### config.mk
export PLATFORM = sky130hd
export DESIGN_NAME = regfile_mp
export DESIGN_NICKNAME = d
export VERILOG_FILES = /design/src/rtl/regfile_mp.sv
export SDC_FILE = /design/constraint.sdc
export NUM_CORES = 1
export LEC_CHECK = 0
export CAP_MARGIN = 20
export CORE_MARGIN = 1.5
export CORE_UTILIZATION = 33
export CTS_CLUSTER_DIAMETER = 40
export DETAILED_ROUTE_END_ITERATION = 8
export PLACE_DENSITY_LB_ADDON = 0.3
export SETUP_SLACK_MARGIN = 0.3
export SLEW_MARGIN = 25
export SYNTH_ARGS = -nofsm -noshare
export SYNTH_HDL_FRONTEND = slang
export SYNTH_SLANG_ARGS = --single-unit
### constraint.sdc
create_clock -name clk -period 3.2 [get_ports clk]
set_input_delay 0.48 -clock clk [delete_from_list [all_inputs] [get_ports clk]]
set_output_delay 0.48 -clock clk [all_outputs]
set_load 0.05 [all_outputs]
### src/rtl/regfile_mp.sv
// Parametrised multi-port integer register file with hardwired-zero x0, optional
// write-to-read bypass, pending-write scoreboard and a post-reset clear sequencer.
module regfile_mp #(
   parameter int XLEN   = 32,
   parameter int NREG   = 32,
   parameter int NRD    = 2,
   parameter int BYPASS = 1,
   localparam int AW    = $clog2(NREG)
) (
   input  logic                clk,
   input  logic                reset_n,
   input  logic [NRD*AW-1:0]   rs_addr,
   output logic [NRD*XLEN-1:0] rd_data,
   output logic [NRD-1:0]      rs_busy,
   input  logic                wr_en,
   input  logic [AW-1:0]       wr_addr,
   input  logic [XLEN-1:0]     wr_data,
   input  logic                rsv_en,
   input  logic [AW-1:0]       rsv_addr,
   output logic [NREG-1:0]     busy_vec,
   output logic                ready
);

   typedef enum logic {
      CLEAR,
      READY
   } state_t;

   localparam bit USE_BYPASS = (BYPASS != 0);
   localparam logic [AW-1:0] LAST_IDX = AW'(NREG - 1);

   state_t              state;
   state_t              stateNext;
   logic [AW-1:0]       idx;
   logic [AW-1:0]       idxNext;
   logic [NREG-1:0]     busyVec;
   logic [NREG-1:0]     busyNext;
   logic                memWe;
   logic [AW-1:0]       memAddr;
   logic [XLEN-1:0]     memData;
   logic                isReady;
   logic                wrValid;
   logic                rsvValid;

   // x0 has no storage; entry 0 is never allocated
   logic [XLEN-1:0]     regs [1:NREG-1];

   assign isReady  = (state == READY);
   assign wrValid  = isReady && wr_en && (wr_addr != '0);
   assign rsvValid = isReady && rsv_en && (rsv_addr != '0);

   // NOTE: state and scoreboard use non-blocking assignments so every register
   // samples the pre-edge values; blocking here would create ordering races.
   always_ff @(posedge clk or negedge reset_n) begin
      if (!reset_n) begin
         state   <= CLEAR;
         idx     <= AW'(1);
         busyVec <= '0;
      end else begin
         state   <= stateNext;
         idx     <= idxNext;
         busyVec <= busyNext;
      end
   end

   // NOTE: every variable gets a default at the top of the block so no path
   // leaves it unassigned, which would otherwise infer a latch.
   always_comb begin
      stateNext = state;
      idxNext   = idx;
      memWe     = 1'b0;
      memAddr   = wr_addr;
      memData   = wr_data;
      case (state)
         CLEAR: begin
            memWe   = 1'b1;
            memAddr = idx;
            memData = '0;
            idxNext = idx + AW'(1);
            if (idx == LAST_IDX) stateNext = READY;
         end
         READY: begin
            memWe = wrValid;
         end
         default: stateNext = CLEAR;
      endcase
   end

   // Write clears the pending bit, a same-cycle reservation then sets it again
   always_comb begin
      busyNext = busyVec;
      if (wrValid)  busyNext[wr_addr]  = 1'b0;
      if (rsvValid) busyNext[rsv_addr] = 1'b1;
      busyNext[0] = 1'b0;
   end

   // NOTE: the array is deliberately not reset so it can map onto RAM; the
   // CLEAR sequencer zeroes it instead, one entry per cycle.
   always_ff @(posedge clk) begin
      if (memWe) regs[memAddr] <= memData;
   end

   for (genvar k = 0; k < NRD; k++) begin : g_rd
      logic [AW-1:0] addr;
      logic          hit;

      assign addr = rs_addr[k*AW +: AW];
      assign hit  = USE_BYPASS && wrValid && (wr_addr == addr);

      assign rd_data[k*XLEN +: XLEN] = (!isReady || addr == '0) ? '0
                                     : hit                      ? wr_data
                                     :                            regs[addr];
      assign rs_busy[k] = isReady && !hit && busyVec[addr];
   end

   assign busy_vec = busyVec;
   assign ready    = isReady;

endmodule

==> results by group <==
STA
  – F_max: 300 MHz
  – RSZ-0062 raised after global routing: yes
  – Minimum clock period: 3330 ps
  – Worst-Margin Slew: 1040 ps
  – Final worst setup slack: -134 ps
  – Final Cycle Share: 1.04
  – Worst clock skew: ~24 ps
  – Setup Viol. Count Final: 43
  – Max-slew violation count: 0
  – Fin. Hold Viols: 0
  – Slew headroom: 0.308

Status
  – Failing checks: negative setup slack
  – Status: finished, violations left

Floorplan
  – Core Box Area: 148000 sq um
  – Die Wd: 390 microns
  – Initial core utilization: 0.333
  – Rows: 141
  – Die H: 390 microns
  – Die area: 152000 sq um
  – Ports: 155

Clock tree
  – Later-pin clock latency in the skew report: 760 ps
  – # H-tree levels: 4
  – TritonCTS clock tree: done
  – CTS Buf Count: 141
  – Longest Clk Path Bufs: 3
  – Root buf cell: clkbuf_16
  – CTS clock-pin slew for the worst setup and hold paths: 50 ps
  – Clk sinks: 1029

Synth
  – Synth warnings: 0
  – EDFF count, synth: around 1000
  – Mapped Nets: 2968
  – Synth area leader: edfxtp_1
  – Ys flop type: edfxtp_1
  – Synth cell types: 65
  – Sequential share of the synthesized area: 0.623
  – Post-Syn Area per Cell: 17.0 sq um
  – Post-Syn Area: 49300 sq um
  – Largest cells by area after synthesis: edfxtp_1 60%, mux4_2 16%, mux2i_1 5.2%
  – Cells after Synth: 2910
  – Ys async rst share: 0.0360
  – Area share of the largest cell type after synthesis: 0.604
  – Seq cells post-synth: 1029

Cells and area
  – Post-layout util: 0.437
  – Nets@finish: 3546
  – Layout cells sized above 1: 0.386
  – Synth-to-Final Area Change: 31.1%
  – Design Area, Final: around 65000 sq um
  – Layout filler cell count: about 13000
  – Post-Layout Cell Count: 5535

Worst setup path
  – Critical path's most frequent cell: buf_12
  – Critical path type: register to primary output
  – Max incr delay on CP: 560 ps
  – WP buf/inv: 3
  – CP required: ~2700 ps
  – Worst Setup End Kind: primary output
  – CP Launch Type: register
  – CP delay by family, top: simple AND/OR/NAND/NOR gates
  – Critical-path cell list: and2_4, nand4_1, or4_4, buf_12, buf_12, nand4_1, o211a_1, buf_12
  – Slowest-stage cell, CP: or4_4
  – Crit Path Max Fanout: 7
  – CP arrival: 2850 ps

Power and ir drop
  – Power Dens Cells: 547 nW/um^2
  – Total power draw: 35.4 mW
  – Leak: 22.3 nW
  – Worst VDD drop: 0.000550 V

Routing
  – Total routed wirelength: 175 mm
  – DR pass1 iterations: 6
  – Vias: 32800
  – WL/cell: 31.7 microns
  – DRC viols: 0
  – Detailed Route Iter0 Violations: 3637
  – Post-route ant nets: 0
  – Via density: slightly below 6

Placement
  – Port bufs: 153
  – HPWL reported at the end of detailed placement: 114 mm
  – RD Place Congestion: between 0.8 and 0.9
  – Cell count after placement: between 5000 and 6000
  – Placed inst area: 58000 sq um

Global routing
  – Largest net degree at the start of global routing: between 40 and 50
  – First-pass GRT wire length: roughly 250 mm
  – Global route total overflow: 0
  – Vias in the first global route: 33100
  – Initial antenna violation count: 4
  – Total track usage: 0.228

Min path
  – Worst hold path class: primary input to async pin

Flow run
  – Maxcap violations: 0
-- sequential cells by signal, summed over array words and instances (netlist names) --
name	flops
busy_vec	31
idx	5
ready	1
regs	992
-- metal layers --
layer	wire [microns]	vias up	part of all wire	GRT usage
li1	-	13400	-	-
met1	69800	17400	0.40	0.300
met2	85100	1651	0.49	0.375
met3	13800	336	0.079	0.0411
met4	6750	2	0.038	0.0876
met5	8	-	0.000046	0
-- metrics by stage --
| step | setup slack, ps | setup TNS (ps) | hold WS (ps) |
|---|---|---|---|
| after global placement | -353 | -10270 | 475 |
| final | -134 | -2480 | 377 |
| after detailed placement | -369 | -10140 | 476 |
| after global routing | -217 | -5880 | 409 |
| after CTS | -177 | -3340 | 349 |
| after floorplan | -210 | -94660 | 184 |
-- cells by family (layout without fill, tap and decap cells) --
kind of cell               Yosys count  after routing  synth area share
buffers and inverters              274            968            0.0271
and+or+nand+nor                    374            374            0.0382
DFF                               1029           1029             0.623
adders and majority gates            2              2          0.000507
other                                1              2         0.0000760
AOI/OAI and AO/OA                  555            555            0.0763
xor gates and xnor gates            13             13           0.00231
muxes                              662            662             0.233
-- placed cells by master, fill, tap and decap left out, drive strengths merged, types with 5 or more instances in the layout --
master	n
o211a	13
mux2	26
nand3	27
a211oi	38
clkinv	43
nand2	62
nor3	21
and2	50
dlygate4sd2	7
edfxtp	992
and3	15
nand2b	9
bufinv	13
clkinvlp	12
inv	60
a211o	21
clkbuf	176
mux2i	256
xnor2	11
mux4	380
nor2b	30
o22ai	33
o21ai	126
buf	585
nand3b	7
a22oi	27
dfrtp	36
a31oi	12
a21oi	120
a22o	46
nor2	116
o221ai	10
nand4	16
or2	5
a221oi	89
clkdlybuf4s50	70
a221o	5
-- worst reg2reg max path: stages, from the launching register on --
cell      delay, ps
dfrtp_2         400
buf_4           160
buf_8           120
buf_4           150
buf_4           170
nor3_1          180
a21oi_1         100
nand2b_1        170
buf_4           160
nor2_4          530
buf_12          270
-- cell usage after synthesis (all sizes together), types with 33 or more instances --
master,count
inv,40
a211oi,38
a21oi,120
dfrtp,36
edfxtp,992
and2,50
buf,108
o21ai,126
o22ai,33
mux4,380
nor2,116
a22o,46
clkbuf,126
nand2,62
mux2i,256
a221oi,89
-- what timing repair did --
action | 4_1_cts | 5_1_grt
hold buffers | 1 | 0
endpoints found under the setup margin | 67 | 91
pin swaps | 50 | 25
gates cloned | 5 | 5
gates resized for setup | 205 | 57
endpoints found under the hold margin | 36 | 0
buffers inserted | 63 | 14
-- layout make-up --
class                           instances  area, sq um  share of cell area
Tap cell                             1930         2410              0.0374
Sequential cell                      1029        30700               0.475
Antenna cell                            1         2.50           0.0000387
Inverter                               40          150             0.00232
Clock inverter                         88          905              0.0140
Multi-Input combinational cell       1607        18400               0.285
Clock buffer                          171         3810              0.0590
Timing Repair Buffer                  669         8250               0.128
-- path summary, 6_finish.rpt --
| check | cells past startpoint | from | slack [ps] | end |
|---|---|---|---|---|
| worst max-delay path | 8 | ready | -130 | rd_data[63] |
| worst min-delay path | 2 | reset_n | 380 | idx[3] |
| worst max register to register | 10 | ready | 470 | regs[8][9] |
| worst min register to register | 1 | idx[2] | 470 | idx[2] |
| max in group asynchronous | 2 | reset_n | 2210 | busy_vec[3] |
| min in group clk | 5 | wr_addr[2] | 420 | busy_vec[1] |
-- power by group --
part / internal (mW) / total (mW) / leakage, nW / switching (mW)
combinational: 2.08 / 4.72 / 10.6 / 2.64
sequential: 14.9 / 14.9 / 9.41 / 0.0578
clock: 9.61 / 15.7 / 2.27 / 6.12
Note: power is estimated with default switching activity, not from simulation.
